File: config.mk
export PLATFORM = sky130hd
export DESIGN_NAME = qpsk_frame_deframer
export DESIGN_NICKNAME = d
export VERILOG_FILES = /design/src/rtl/qpsk_pkg.sv /design/src/rtl/qpsk_frame_deframer_sync_detect.sv /design/src/rtl/qpsk_frame_deframer.sv
export SDC_FILE = /design/constraint.sdc
export NUM_CORES = 1
export LEC_CHECK = 0
export BUFFER_PORTS_ARGS = -buffer_cell sky130_fd_sc_hd__buf_2
export CAP_MARGIN = 30
export CORE_UTILIZATION = 40
export CTS_BUF_LIST = sky130_fd_sc_hd__clkbuf_16
export DETAILED_ROUTE_END_ITERATION = 7
export PLACE_DENSITY = 0.66
export SLEW_MARGIN = 5
export SYNTH_ARGS = -nofsm -noshare
export SYNTH_HDL_FRONTEND = slang
export SYNTH_HIERARCHICAL = 1
export SYNTH_SLANG_ARGS = --single-unit
export TNS_END_PERCENT = 20
File: constraint.sdc
create_clock -name clk -period 2.5 [get_ports clk]
set_input_delay 0.25 -clock clk [delete_from_list [all_inputs] [get_ports clk]]
set_output_delay 0.25 -clock clk [all_outputs]
set_load 0.01 [all_outputs]
File: src/rtl/qpsk_pkg.sv
// Shared defaults, state encoding and beat-count helpers for the QPSK receive deframer.
package qpsk_pkg;

  localparam int         FRAME_W_DEF  = 40;
  localparam int         HDR_W_DEF    = 8;
  localparam logic [7:0] HDR_DEF      = 8'hCC;
  localparam int         MISS_MAX_DEF = 3;

  localparam int PAY_BEATS = (FRAME_W_DEF - HDR_W_DEF) / 2;
  localparam int HDR_BEATS = HDR_W_DEF / 2;

  typedef enum logic [1:0] {
    HUNT    = 2'd0,
    COLLECT = 2'd1,
    VERIFY  = 2'd2
  } state_e;

  // Terminal value of the 5-bit beat counter for a phase of 'beats' dibits.
  function automatic logic [4:0] beat_last(input int beats);
    return 5'(beats - 1);
  endfunction

endpackage

File: src/rtl/qpsk_frame_deframer_sync_detect.sv
// Dibit sliding window over the last HDR_W received bits with a header comparator.
// window_o/match_o reflect the window as it will be after the current dibit shifts in.
module qpsk_sync_detect #(
  parameter int               HDR_W = 8,
  parameter logic [HDR_W-1:0] HDR   = 8'hCC
) (
  input  logic             clk,
  input  logic             rst_n,
  input  logic             shift_i,
  input  logic             sym_i_i,
  input  logic             sym_q_i,
  output logic [HDR_W-1:0] window_o,
  output logic             match_o
);

  logic [HDR_W-1:0] win_q;
  logic [HDR_W-1:0] win_d;

  always_comb begin
    win_d = {win_q[HDR_W-3:0], sym_i_i, sym_q_i};
  end

  always_ff @(posedge clk or negedge rst_n) begin
    if (!rst_n) begin
      win_q <= '0;
    end else if (shift_i) begin
      win_q <= win_d;
    end
  end

  assign window_o = win_d;
  assign match_o  = (win_d == HDR);

endmodule

File: src/rtl/qpsk_frame_deframer.sv
// QPSK receive frame recovery: header hunt, payload assembly and flywheel lock tracking.
module qpsk_frame_deframer
  import qpsk_pkg::*;
#(
  parameter int               FRAME_W  = FRAME_W_DEF,
  parameter int               HDR_W    = HDR_W_DEF,
  parameter logic [HDR_W-1:0] HDR      = HDR_DEF,
  parameter int               MISS_MAX = MISS_MAX_DEF
) (
  input  logic               clk,
  input  logic               rst_n,
  input  logic               dibit_valid,
  input  logic               dibit_i,
  input  logic               dibit_q,
  output logic [FRAME_W-1:0] para_out,
  output logic               para_valid,
  output logic               hdr_err,
  output logic               lock
);

  localparam int         PAY_W    = FRAME_W - HDR_W;
  localparam int         MISS_W   = $clog2(MISS_MAX + 1);
  localparam logic [4:0] PAY_LAST = beat_last(PAY_W / 2);
  localparam logic [4:0] HDR_LAST = beat_last(HDR_W / 2);

  state_e             state_q;
  logic [4:0]         beat_q;
  logic [MISS_W-1:0]  miss_q;
  logic [FRAME_W-1:0] frame_q;
  logic [FRAME_W-1:0] para_out_q;
  logic               para_valid_q;
  logic               hdr_err_q;
  logic               lock_q;
  logic               hdr_bad_q;

  logic [FRAME_W-1:0] frame_d;
  logic [MISS_W:0]    miss_inc_d;
  logic [HDR_W-1:0]   win_s;
  logic               match_s;

  qpsk_sync_detect #(
    .HDR_W (HDR_W),
    .HDR   (HDR)
  ) u_sync (
    .clk      (clk),
    .rst_n    (rst_n),
    .shift_i  (dibit_valid),
    .sym_i_i  (dibit_i),
    .sym_q_i  (dibit_q),
    .window_o (win_s),
    .match_o  (match_s)
  );

  // Header stays parked in the MSBs; only the payload field shifts.
  always_comb begin
    frame_d    = {frame_q[FRAME_W-1 -: HDR_W], frame_q[PAY_W-3:0], dibit_i, dibit_q};
    miss_inc_d = {1'b0, miss_q} + {{MISS_W{1'b0}}, 1'b1};
  end

  always_ff @(posedge clk or negedge rst_n) begin
    if (!rst_n) begin
      state_q      <= HUNT;
      beat_q       <= 5'd0;
      miss_q       <= '0;
      frame_q      <= '0;
      para_out_q   <= '0;
      para_valid_q <= 1'b0;
      hdr_err_q    <= 1'b0;
      lock_q       <= 1'b0;
      hdr_bad_q    <= 1'b0;
    end else begin
      para_valid_q <= 1'b0;
      hdr_err_q    <= 1'b0;
      if (dibit_valid) begin
        case (state_q)
          HUNT: begin
            if (match_s) begin
              state_q   <= COLLECT;
              beat_q    <= 5'd0;
              frame_q   <= {win_s, {PAY_W{1'b0}}};
              hdr_bad_q <= 1'b0;
            end
          end
          COLLECT: begin
            frame_q <= frame_d;
            if (beat_q == PAY_LAST) begin
              para_out_q   <= frame_d;
              para_valid_q <= 1'b1;
              hdr_err_q    <= hdr_bad_q;
              lock_q       <= 1'b1;
              beat_q       <= 5'd0;
              state_q      <= VERIFY;
            end else begin
              beat_q <= beat_q + 5'd1;
            end
          end
          VERIFY: begin
            if (beat_q == HDR_LAST) begin
              beat_q <= 5'd0;
              if (match_s) begin
                miss_q    <= '0;
                state_q   <= COLLECT;
                frame_q   <= {win_s, {PAY_W{1'b0}}};
                hdr_bad_q <= 1'b0;
              end else if (int'(miss_inc_d) < MISS_MAX) begin
                // Flywheel: keep alignment, tag the frame with the bad header.
                miss_q    <= miss_inc_d[MISS_W-1:0];
                state_q   <= COLLECT;
                frame_q   <= {win_s, {PAY_W{1'b0}}};
                hdr_bad_q <= 1'b1;
              end else begin
                miss_q  <= '0;
                lock_q  <= 1'b0;
                state_q <= HUNT;
              end
            end else begin
              beat_q <= beat_q + 5'd1;
            end
          end
          default: begin
            state_q <= HUNT;
            beat_q  <= 5'd0;
          end
        endcase
      end
    end
  end

  assign para_out   = para_out_q;
  assign para_valid = para_valid_q;
  assign hdr_err    = hdr_err_q;
  assign lock       = lock_q;

endmodule

# After elaboration in Yosys (flattened, before gate mapping)
# Cells that the tools add are included.
# totals
input_bits,5
reg_bits,97
out_inout_bits,43
# op_classes
n_reduce_logical,12
n_mux,33
magnitude_cmp,1
n_addsub,2
n_eq_ne,11
bitwise_logic,1
# ops
cell,count
$mux 40,4
$pmux 40 s3,1
$mux 1,16
$mux 5,3
$pmux 5 s3,1
$reduce_and 6->1,2
$mux 2,5
$ne 2x2->1 const B,5
$reduce_and 5->1,2
$eq 8x8->1 const B,1
$pmux 2 s3,1
$reduce_and 3->1,2
$add 5x1->5 const B,1
$eq 5x2->1 const B,1
$eq 5x4->1 const B,1
$pmux 1 s2,2
$reduce_and 4->1,1
$reduce_bool 2->1,2
$add 2x1->3 const B,1
$lt 3x2->1 const B,1
$ne 3x3->1 const B,1
$reduce_bool 3->1,1
$eq 2x1->1 const B,1
$eq 2x2->1 const B,1
3 further kinds,3

# Depth between registers and ports, before layout
# Gate-level depths: netlist (run 1).
# logic_depth
word_depth,6
depth_mapped,8
ltp_nobuf,7

# By module
# The synthesis (run 1) kept the hierarchy.
# by_module_without_submodules
module,cells_each,seq_area_each_um2,area_each_um2,instances
qpsk_frame_deframer,302,2277.2,3862.5,1
qpsk_sync_detect,18,150.1,255.2,1

# Worst setup path after synthesis (run 1)
# OpenSTA, ideal clock, no wires.
# synth_timing
kind,register to register
startpoint,reg u_sync.win_q[3]
endpoint,reg frame_q[32]
path_buffers,0
synth_period_minus_slack_ns,2.302
t_required_ns,2.375
arrival_time_ns,2.177
setup_slack_ns,0.198
path_stages_with_launch,7
path_cell_list,dfrtp_1 > or4_1 > nor2_1 > nand2b_1 > o211ai_4 > nor4_4 > mux2_2
# synth_via
elab_chain_cells,4
word_cells_on_any_way,7
classes_between,eq/ne: 3; mux: 3; reduce/logical: 1
# synth_lines
element,line_no,rtl
from (decl),qpsk_frame_deframer_sync_detect.sv:16,logic [HDR_W-1:0] win_q;
from (signal assigned),qpsk_frame_deframer_sync_detect.sv:27,win_q <= win_d;
$eq 8x8->1 *,qpsk_frame_deframer_sync_detect.sv:32,assign match_o = (win_d == HDR);
via match_s,qpsk_frame_deframer.sv:39,logic match_s;
$mux 40,qpsk_frame_deframer.sv:100,if (match_s) begin
$mux 40,qpsk_frame_deframer.sv:98,if (beat_q == HDR_LAST) begin
$pmux 40 s3,qpsk_frame_deframer.sv:75,case (state_q)
to (signal assigned),qpsk_frame_deframer.sv:80,"frame_q <= {win_s, {PAY_W{1'b0}}};"
to (signal assigned),qpsk_frame_deframer.sv:103,"frame_q <= {win_s, {PAY_W{1'b0}}};"
to (signal assigned),qpsk_frame_deframer.sv:109,"frame_q <= {win_s, {PAY_W{1'b0}}};"
to (decl),qpsk_frame_deframer.sv:29,logic [FRAME_W-1:0] frame_q;
# The timed path passes the listed nets; every way through them passes the cells marked *. The select of a mux whose other input is x is not followed.
# A chain may end at the register's enable or synchronous reset.

# Worst setup path in the final report (run 1)
# layout_timing
startpoint,reg u_sync.win_q[3]
endpoint,reg frame_q[37]
# Same word-level chain as after synthesis.

==> metrics.md, run 1 <==
| Metric | Value |
|---|---|
| CP endpoint kind | `flop` |
| Final setup TNS | `0 ps` |
| Count of distinct cell types in the synthesized netlist | `34` |
| Yosys Warn Count | `6` |
| Die X | `103 µm` |
| Buffers & Inverters on Critical Path | `1` |
| GRT Util Overall | `0.149` |
| Placeable core region | `0.00986 mm²` |
| Routed vias/inst | `4.85` |
| Syn Std Cell Area | `0.00412 mm²` |
| Floorplan die height | `103 µm` |
| Cell-by-cell trace of the critical path | `or4_1 -> nor2_2 -> nand2b_1 -> o211ai_4 -> nor4_4 -> buf_4 -> mux2_2` |
| HPWL reported at the end of detailed placement | `4710 µm` |
| Power density normalized to cell area | `836 mW/mm²` |
| Number of vias in the routed layout | `2473` |
| DP Cell Count | `493` |
| Antenna violations before repair | `0` |
| Count of placed standard cells in the final layout, fillers left out | `510` |
| Count of maximum capacitance violations | `0` |
| Pin count of the biggest net entering global routing | `51` |
| Number of nets in the synthesized netlist | `331` |
| Cell leakage power | `2.35 nW` |
| GP Congestion | `0.787` |
| CP Max Fanout | `8` |
| Number of setup buffers added after CTS | `0` |
| Clock transition at path regs | `70 ps` |
| Fin Clk Skew | `10.9 ps` |
| Routed wire length per instance | `14.0 µm` |
| Clock root buffer master | `sky130_fd_sc_hd__clkbuf_16` |
| Measured slew at the worst slew-check pin | `628 ps` |
| Maximum buffer depth of the clock tree | `2` |
| CP delay by family, top | `simple AND/OR/NAND/NOR gates` |
| Share of final-layout standard cells stronger than drive strength 1 | `0.353` |
| Port-buffer cells | `47` |
| Final Cycle Share | `0.921` |
| Drt first-iter violations | `70` |
| Worst rel slew slack | `0.581` |
| Vias in the first global route | `2510` |
| DRT Pass-1 Iters | `6` |
| Final setup vio count | `0` |
| Period minus WS final | `2300 ps` |
| Floorplan die area | `0.0107 mm²` |
| Required time worst endpoint | `2730 ps` |
| Timing-limited maximum frequency | `434 MHz` |
| Grt total ovfl | `0` |
| Hold violation count in the final report | `0` |
| Average cell area after synthesis | `12.9 µm²` |
| CTS HTree Levels | `3` |
| Arrival time at the worst endpoint | `2530 ps` |
| Clock tree sinks | `97` |
| Slowest cell on the critical path | `sky130_fd_sc_hd__or4_1` |
| Number of design rule violations left after detail routing | `0` |
| I/O Pins | `48` |
| Unrepaired setup endpoints after global routing | `no` |
| Starting density of the core | `0.417` |
| Hold Path Class | `in -> reg` |
| Clock latency on the worst-skew pair | `340 ps` |
| Max-slew violations | `0` |
| Number of rows in the core area | `36` |
| Final wirelength | `7160 µm` |
| Final Net Count | `383` |
| Clock buffers created by TritonCTS | `9` |
| Area growth from synthesis to final layout | `17.2%` |
| Share of synthesized area occupied by flip-flops and latches | `0.589` |
| Filler cells | `884` |
| # diodes | `0` |
| Run status | `finished clean` |
| Post-route ant nets | `0` |
| Register bit count reported by yosys | `97` |
| Longest individual stage delay on the worst path | `490 ps` |
| Kind of launch point of the worst setup path | `flop` |
| Critical Setup Path Class | `reg -> reg` |
| Post-synthesis cell count | `320` |
| Global-route wire length before repair | `12000 µm` |
| CTS tree | `yes` |
| Peak ir drop on the vdd network | `0.414 mV` |
==> tightest hold or removal path, delay by kind of cell <==
kind                   cells  cell delay (ps)
buffers and inverters      1              130
multiplexers               1               60
AND/OR/NAND/NOR            1               70
==> placed cells by master, fill, tap and decap left out, types with 2 or more instances in the layout <==
| cell | synthesis | final |
|---|---|---|
| sky130_fd_sc_hd__a21o_1 | 2 | 2 |
| sky130_fd_sc_hd__a21oi_1 | 2 | 2 |
| sky130_fd_sc_hd__buf_12 | 0 | 2 |
| sky130_fd_sc_hd__buf_2 | 5 | 46 |
| sky130_fd_sc_hd__buf_4 | 5 | 7 |
| sky130_fd_sc_hd__clkbuf_16 | 0 | 9 |
| sky130_fd_sc_hd__dfrtp_1 | 97 | 97 |
| sky130_fd_sc_hd__ha_1 | 6 | 6 |
| sky130_fd_sc_hd__inv_1 | 33 | 34 |
| sky130_fd_sc_hd__inv_6 | 0 | 2 |
| sky130_fd_sc_hd__mux2_2 | 56 | 56 |
| sky130_fd_sc_hd__mux2i_1 | 30 | 30 |
| sky130_fd_sc_hd__nand2_1 | 36 | 36 |
| sky130_fd_sc_hd__nand2b_1 | 2 | 2 |
| sky130_fd_sc_hd__nand3_1 | 3 | 3 |
| sky130_fd_sc_hd__nand4b_1 | 3 | 3 |
| sky130_fd_sc_hd__nor2_1 | 8 | 6 |
| sky130_fd_sc_hd__nor3_1 | 3 | 2 |
| sky130_fd_sc_hd__o21ai_0 | 4 | 4 |
| sky130_fd_sc_hd__o21ba_2 | 2 | 2 |
| sky130_fd_sc_hd__o31ai_1 | 4 | 4 |
==> power breakdown <==
| part | switching (mW) | internal (mW) | total [mW] |
|---|---|---|---|
| logic | 0.437 | 0.345 | 0.782 |
| registers | 0.168 | 1.80 | 1.96 |
| clock network | 0.604 | 0.683 | 1.29 |
==> sequential cells by signal (all words and copies together), names as in the netlist <==
signal        flops
u_sync/win_q      6
beat_q            5
frame_q          38
para_out         40
lock              1
state_q           2
para_valid        1
miss_q            2
hdr_err           1
hdr_bad_q         1
==> Yosys cell counts, drive strengths merged <==
cell type  instances  area share
o21ba              2      0.0049
nand3              3      0.0036
mux2i             30       0.073
clkbuf             5      0.0049
nand2             36       0.033
o22a               1      0.0021
nor4               2      0.0067
o211ai             1      0.0052
o311ai             1      0.0021
or4                1      0.0018
and3               1      0.0015
a21oi              2      0.0024
nor3               3      0.0036
and2               1      0.0015
nand3b             1      0.0018
mux2              56        0.15
o2bb2ai            1      0.0021
buf               10       0.015
nand2b             2      0.0030
ha                 6       0.018
nor2               8      0.0073
inv               33       0.030
o21ai              4      0.0049
dfrtp             97        0.59
nand4b             3      0.0064
a22o               1      0.0021
nor4b              1      0.0058
nor3b              1      0.0018
nand4              1      0.0015
o31ai              4      0.0073
a21o               2      0.0036
==> final timing paths <==
check,slack [ps],start,depth (start not counted),to
worst max-delay path,200,u_sync/win_q[3],7,frame_q[37]
worst min-delay path,210,dibit_q,3,frame_q[0]
min in group asynchronous,470,rst_n,2,para_out[5]
worst min register to register,500,para_out[13],1,para_out[13]
max in group asynchronous,1350,rst_n,3,para_out[12]
worst max register to register,200,u_sync/win_q[3],7,frame_q[37]
==> layout make-up <==
class / instances / area, µm² / area share
inverter: 33 / 124 / 0.0257
timing repair buffer: 56 / 333 / 0.0689
clock buffer: 9 / 225 / 0.0467
sequential: 97 / 2430 / 0.503
multi-input combinational: 175 / 1500 / 0.311
clock inverter: 7 / 52.6 / 0.0109
tap: 133 / 166 / 0.0345
==> through the flow <==
step	worst slack (ps)	hold slack (ps)	total power [mW]	util	cell area [µm²]
after floorplan	198	-45.6	2.53	-	4120
after global placement	156	306	2.75	0.460	4540
after detailed placement	69.9	310	2.78	0.460	4540
after CTS	135	202	4.08	0.489	4820
after global routing	62.1	220	4.25	0.489	4830
final	197	211	4.03	0.489	4830
==> layer usage <==
metal | track usage | vias to the layer above | wire length, µm
li1 | - | 1183 | -
met2 | 0.237 | 43 | 3370
met5 | 0 | - | 0
met1 | 0.191 | 1238 | 3400
met3 | 0.0397 | 9 | 302
met4 | 0.0650 | 0 | 91
==> cells by family after synthesis <==
family	share of synthesized area
buffers and inverters	0.0501
adder cells (fa/ha/maj)	0.0182
flip-flops	0.589
multiplexers	0.226
AND/OR/NAND/NOR	0.0793
AO/OA/AOI/OAI	0.0368
==> repair_timing <==
item                       in CTS  in global routing
hold buffers                    1                  0
hold endpoints to repair       47                  0
setup endpoints to repair       0                  5
gates resized for setup         0                  1
(Power assumes the default switching activity.)
==> run 2, diff against run 1 <==
--- a/config.mk
+++ b/config.mk
@@ -5,6 +5,7 @@
 export SDC_FILE = /design/constraint.sdc
 export NUM_CORES = 1
 export LEC_CHECK = 0
+export ABC_AREA = 1
 export BUFFER_PORTS_ARGS = -buffer_cell sky130_fd_sc_hd__buf_2
 export CAP_MARGIN = 30
 export CORE_UTILIZATION = 40
==> metrics.md, run 2 <==
| Metric | Value |
|---|---|
| Run status | `finished clean` |
| Arrival time at the worst endpoint | `2250 ps` |
| Placed Instance Area | `0.00442 mm²` |
| Switching Power | `1.34 mW` |
| Most frequent cells after synthesis | `sky130_fd_sc_hd__nand2_1, sky130_fd_sc_hd__dfrtp_1, sky130_fd_sc_hd__o21ai_1` |
| Most frequent cells in the layout | `sky130_fd_sc_hd__nand2_1, sky130_fd_sc_hd__dfrtp_1, sky130_fd_sc_hd__buf_2, sky130_fd_sc_hd__o21ai_1, sky130_fd_sc_hd__inv_1` |
| Final Net Count | `524` |
| Starting density of the core | `0.418` |
| Main synth FF type | `sky130_fd_sc_hd__dfrtp_1` |
| DRT Pass-1 Iters | `4` |
| EDFF count, synth | `0` |
| Grt total ovfl | `0` |
| Clock transition at path regs | `70 ps` |
| CTS tree | `yes` |
| Number of setup buffers added after CTS | `0` |
| Number of vias in the routed layout | `3057` |
| Pin count of the biggest net entering global routing | `61` |
| Clock buffers created by TritonCTS | `9` |
| Period minus WS final | `2040 ps` |
| Synth top area cells | `sky130_fd_sc_hd__dfrtp_1, sky130_fd_sc_hd__nand2_1, sky130_fd_sc_hd__o21ai_1, sky130_fd_sc_hd__inv_1, sky130_fd_sc_hd__ha_1` |
| Max FFs per register | `40` |
| Post-route ant nets | `0` |
| CTS HTree Levels | `3` |
| Number of rows in the core area | `36` |
| Hold Path Class | `in -> reg` |
| Count of maximum capacitance violations | `0` |
| Final wirelength | `7840 µm` |
| Pre-CTS worst setup slack | `498 ps` |
| Synth top area share | `0.589` |
| Filler cells | `935` |
| Required time worst endpoint | `2710 ps` |
| Cell leakage power | `2.55 nW` |
| Final setup vio count | `0` |
| CP endpoint kind | `flop` |
| I/O Pins | `48` |
| Most common cell after layout, fill and taps aside | `sky130_fd_sc_hd__nand2_1` |
| Area growth from synthesis to final layout | `15.0%` |
| Kind of launch point of the worst setup path | `flop` |
| # diodes | `0` |
| Max-slew violations | `0` |
| Peak ir drop on the vdd network | `0.408 mV` |
| Average cell area after synthesis | `8.77 µm²` |
| Least setup slack across all paths after layout | `463 ps` |
| Final Cycle Share | `0.815` |
| Global-route wire length before repair | `14100 µm` |
| Register bit count reported by yosys | `97` |
| Cell internal pwr | `2.77 mW` |
| Clock root buffer master | `sky130_fd_sc_hd__clkbuf_16` |
| Drt first-iter violations | `157` |
| Clock power share | `0.345` |
| Clock latency on the worst-skew pair | `340 ps` |
| Count of distinct cell types in the synthesized netlist | `27` |
| Number of nets in the synthesized netlist | `481` |
| Floorplan die height | `104 µm` |
| Proportion of register bits with asynchronous set or reset after synthesis | `1.00` |
| Leading cell type by number of instances after synthesis | `sky130_fd_sc_hd__nand2_1` |
| CP Max Fanout | `60` |
| Part of the power in registers | `0.446` |
| Post-synthesis cell count | `470` |
| HPWL reported at the end of detailed placement | `5320 µm` |
| Syn Std Cell Area | `0.00412 mm²` |
| Unrepaired setup endpoints after global routing | `no` |
| Die X | `104 µm` |
| Cell area after layout | `0.00474 mm²` |
| Net Sw Frac | `0.326` |
| Share of final-layout standard cells stronger than drive strength 1 | `0.156` |
| Critical Setup Path Class | `reg -> reg` |
| Maximum buffer depth of the clock tree | `2` |
| R2R setup slack | `460 ps` |
| Clock tree sinks | `97` |
| Share of the core filled with cells in the final layout | `0.481` |
| Relative contribution of combinational cells to total power | `0.210` |
| Yosys Warn Count | `6` |
| Timing-limited maximum frequency | `491 MHz` |
| Measured slew at the worst slew-check pin | `600 ps` |
| Hold violation count in the final report | `0` |
| Placeable core region | `0.00986 mm²` |
| GRT Util Overall | `0.162` |
| Power density normalized to cell area | `866 mW/mm²` |
| Total power consumption of the routed design | `4.11 mW` |
| Antenna violations before repair | `0` |
| Yosys top cell by area | `sky130_fd_sc_hd__dfrtp_1` |
| Port-buffer cells | `47` |
| GP Congestion | `0.828` |
| Fin Clk Skew | `8.41 ps` |
| Worst rel slew slack | `0.600` |
| Final setup TNS | `0 ps` |
| Floorplan die area | `0.0107 mm²` |
| Share of synthesized area occupied by flip-flops and latches | `0.589` |
| Number of design rule violations left after detail routing | `0` |
| Routed vias/inst | `4.70` |
| Routed wire length per instance | `12.0 µm` |
| Vias in the first global route | `2984` |
-- run 2: what timing repair did --
item,4_1_cts,5_1_grt
hold buffers,1,0
resized for setup,0,0
endpoints found under the hold margin,35,0
-- run 2: cell type report --
| type | instances | area, µm² | share of cell area |
|---|---|---|---|
| Inverter | 23 | 91.3 | 0.0193 |
| Multi-Input combinational cell | 326 | 1440 | 0.304 |
| Clock inverter | 7 | 82.6 | 0.0174 |
| Timing Repair Buffer | 56 | 308 | 0.0649 |
| Sequential cell | 97 | 2430 | 0.512 |
| Tap cell | 133 | 166 | 0.0351 |
| Clock buffer | 9 | 225 | 0.0475 |
-- run 2: critical path, cell delays in order, from the launching register on --
cell and delay, ps:
sky130_fd_sc_hd__dfrtp_1 410, sky130_fd_sc_hd__inv_1 80, sky130_fd_sc_hd__ha_1 330, sky130_fd_sc_hd__nand3_1 180
sky130_fd_sc_hd__nand2_1 60, sky130_fd_sc_hd__nand3b_4 540, sky130_fd_sc_hd__nand2_1 210, sky130_fd_sc_hd__o21ai_1 80
-- run 2: per-layer routing --
| metal | vias to the layer above | global-route usage | part of all wire |
|---|---|---|---|
| li1 | 1566 | - | - |
| met1 | 1430 | 0.217 | 0.50 |
| met2 | 53 | 0.256 | 0.45 |
| met3 | 8 | 0.0390 | 0.036 |
| met4 | 0 | 0.0631 | 0.013 |
| met5 | - | 0 | 0 |
-- run 2: through the flow --
step | hold slack, ps | instances
floorplan | -45.6 | 470
global placement | 240 | 634
global route | 220 | 651
finish | 204 | 651
detailed placement | 251 | 634
CTS | 202 | 651
-- run 2: logic make-up (layout without fill, tap and decap cells) --
kind of cell | Yosys count | after routing | synth area share
AND/OR/NAND/NOR | 270 | 270 | 0.267
AO/OA/AOI/OAI | 49 | 49 | 0.0622
XOR/XNOR | 1 | 1 | 0.00212
adder cells (fa/ha/maj) | 6 | 6 | 0.0182
buffers and inverters | 47 | 95 | 0.0619
flip-flops | 97 | 97 | 0.589
-- run 2: path summary, 6_finish.rpt --
path | startpoint | to | depth (start not counted)
setup / recovery | state_q[0] | frame_q[1] | 7
hold / removal | dibit_i | u_sync/win_q[1] | 3
setup reg to reg | state_q[0] | frame_q[1] | 7
hold reg to reg | para_out[36] | para_out[36] | 2
max in group asynchronous | rst_n | para_out[21] | 3
min in group asynchronous | rst_n | para_valid | 2
-- run 2: power groups by stage --
stage | logic (mW) | clock network [mW] | registers [mW]
final | 0.861 | 1.42 | 1.83
after global routing | 0.987 | 1.53 | 1.85
after CTS | 0.863 | 1.46 | 1.83
after detailed placement | 0.859 | 0 | 1.86
after global placement | 0.844 | 0 | 1.85
after floorplan | 0.688 | 0 | 1.83
==> run 3, diff against run 2 <==
--- a/config.mk
+++ b/config.mk
@@ -11,7 +11,7 @@
 export CORE_UTILIZATION = 40
 export CTS_BUF_LIST = sky130_fd_sc_hd__clkbuf_16
 export DETAILED_ROUTE_END_ITERATION = 7
-export PLACE_DENSITY = 0.66
+export PLACE_DENSITY = 0.68
 export SLEW_MARGIN = 5
 export SYNTH_ARGS = -nofsm -noshare
 export SYNTH_HDL_FRONTEND = slang
==> constraint.sdc (replaced) <==
create_clock -name clk -period 1.7 [get_ports clk]
set_input_delay 0.17 -clock clk [delete_from_list [all_inputs] [get_ports clk]]
set_output_delay 0.17 -clock clk [all_outputs]
set_load 0.01 [all_outputs]
==> metrics.md, run 3 (same netlist as run 2, synthesis figures left out) <==
| Metric | Value |
|---|---|
| Run status | `finished clean` |
| CTS tree | `yes` |
| I/O Pins | `48` |
| GP Congestion | `0.832` |
| Hold Path Class | `in -> reg` |
| Arrival time at the worst endpoint | `1860 ps` |
| Power density normalized to cell area | `1260 mW/mm²` |
| Fin Clk Skew | `4.81 ps` |
| Count of placed standard cells in the final layout, fillers left out | `665` |
| Grt total ovfl | `0` |
| Pin count of the biggest net entering global routing | `61` |
| Required time worst endpoint | `1930 ps` |
| Most common cell after layout, fill and taps aside | `sky130_fd_sc_hd__nand2_1` |
| Clock transition at path regs | `70 ps` |
| Max FFs per register | `40` |
| Count of maximum capacitance violations | `0` |
| Placeable core region | `0.00986 mm²` |
| Worst hold margin | `211 ps` |
| Clock latency on the worst-skew pair | `340 ps` |
| Floorplan die area | `0.0107 mm²` |
| Final Net Count | `538` |
| Routed wire length per instance | `12.7 µm` |
| Timing-limited maximum frequency | `611 MHz` |
| Share of final-layout standard cells stronger than drive strength 1 | `0.195` |
| Placed Instance Area | `0.00452 mm²` |
| Most frequent cells in the layout | `sky130_fd_sc_hd__nand2_1, sky130_fd_sc_hd__dfrtp_1, sky130_fd_sc_hd__buf_2, sky130_fd_sc_hd__o21ai_1, sky130_fd_sc_hd__inv_1` |
| Cell area after layout | `0.00493 mm²` |
| Relative contribution of combinational cells to total power | `0.264` |
| Die X | `104 µm` |
| Part of the power in registers | `0.432` |
| # diodes | `0` |
| Cell leakage power | `2.63 nW` |
| Area growth from synthesis to final layout | `19.6%` |
| Kind of launch point of the worst setup path | `flop` |
| Slowest cell on the critical path | `sky130_fd_sc_hd__dfrtp_1` |
| Global-route wire length before repair | `14300 µm` |
| Vias in the first global route | `3037` |
| Cell internal pwr | `4.16 mW` |
| Maximum buffer depth of the clock tree | `2` |
| Measured slew at the worst slew-check pin | `357 ps` |
| Final wirelength | `8410 µm` |
| Worst rel slew slack | `0.762` |
| Antenna violations before repair | `0` |
| Drt first-iter violations | `224` |
| Filler cells | `915` |
| Port-buffer cells | `47` |
| Number of vias in the routed layout | `3163` |
| Floorplan die height | `104 µm` |
| Max-slew violations | `0` |
| Final setup vio count | `0` |
| Routed vias/inst | `4.76` |
| DRT Pass-1 Iters | `4` |
| CTS HTree Levels | `3` |
| Number of rows in the core area | `36` |
| CP Max Fanout | `30` |
| Final Cycle Share | `0.963` |
| Unrepaired setup endpoints after global routing | `yes` |
| Cell-by-cell trace of the critical path | `nand2_1 -> inv_1 -> nand2_1 -> nor2_2 -> inv_2 -> a21boi_4 -> nand3b_4 -> clkbuf_16 -> nand2_1 -> o21ai_1` |
| GRT Util Overall | `0.164` |
| Critical Setup Path Class | `reg -> reg` |
| Net Sw Frac | `0.330` |
| Most Frequent Cell on Critical Path | `sky130_fd_sc_hd__nand2_1` |
| Share of the core filled with cells in the final layout | `0.500` |
| HPWL reported at the end of detailed placement | `5400 µm` |
| CP endpoint kind | `flop` |
| Post-route ant nets | `0` |
| Clock tree sinks | `97` |
| Starting density of the core | `0.418` |
| Clock power share | `0.304` |
| Clock root buffer master | `sky130_fd_sc_hd__clkbuf_16` |
| DP Cell Count | `642` |
| Longest individual stage delay on the worst path | `380 ps` |
| Switching Power | `2.05 mW` |
| Hold violation count in the final report | `0` |
| Number of design rule violations left after detail routing | `0` |
| Period minus WS final | `1640 ps` |
| Peak ir drop on the vdd network | `1.01 mV` |
| Clock buffers created by TritonCTS | `9` |
## run 3: cell count changes in the layout (fill, tap and decap cells not counted), sizes merged
| cell | delta |
|---|---|
| inv | -1 |
| clkinvlp | +3 |
| clkinv | -1 |
| buf | +12 |
| bufinv | -1 |
| clkbuf | +2 |
## run 3: layout make-up
cell class / count / area (µm²) / share of cell area
flip-flops and latches: 97 / 2430 / 0.492
multi-input cells: 326 / 1470 / 0.298
repair buffers: 70 / 497 / 0.101
clock buffers: 9 / 225 / 0.0457
well taps: 133 / 166 / 0.0337
inverters: 23 / 93.8 / 0.0190
clock inverters: 7 / 53.8 / 0.0109
## run 3: worst max-delay path, delay by kind of cell, from the launching register on
family	cells	cell delay, ps
AO/OA/AOI/OAI	2	280
buffers and inverters	3	380
flip-flops	1	380
AND/OR/NAND/NOR	5	500
## run 3: worst paths after layout
path / startpoint / end / slack, ps / cells after the start
max: u_sync/win_q[4] / frame_q[6] / 60 / 10
min reg2reg: frame_q[39] / para_out[39] / 470 / 2
min: dibit_valid / u_sync/win_q[1] / 210 / 3
max reg2reg: u_sync/win_q[4] / frame_q[6] / 60 / 10
max in group asynchronous: rst_n / para_out[28] / 880 / 3
min in group asynchronous: rst_n / beat_q[3] / 280 / 2
## run 3: routing by layer
metal	GRT usage	vias up	part of all wire
met5	0	-	0
met4	0.0766	0	0.023
met3	0.0277	15	0.032
met2	0.257	59	0.47
met1	0.223	1497	0.48
li1	-	1592	-
## run 3: power by group through the flow
stage               logic, mW  clock network [mW]  registers (mW)
finish                   1.64                1.89            2.68
global route             1.82                2.04            2.72
CTS                      1.43                1.94            2.68
detailed placement       1.41                   0            2.72
global placement         1.37                   0            2.71
floorplan                1.01                   0            2.69
## run 3: metrics by stage
step / power [mW] / setup WS (ps) / TNS, ps
after floorplan: 3.71 / 137 / 0
after global placement: 4.09 / 66.2 / 0
after detailed placement: 4.14 / 5.50 / 0
after CTS: 6.05 / 31.8 / 0
after global routing: 6.57 / -44.5 / -1010
final: 6.21 / 63.3 / 0
## run 3: repair_timing
action / 4_1_cts / 5_1_grt
endpoints found under the setup margin: 2 / 77
pin swaps: 0 / 3
cloned: 0 / 2
resized for setup: 1 / 11
hold endpoints to repair: 23 / 0
hold buffers: 1 / 0
buffers inserted: 0 / 4
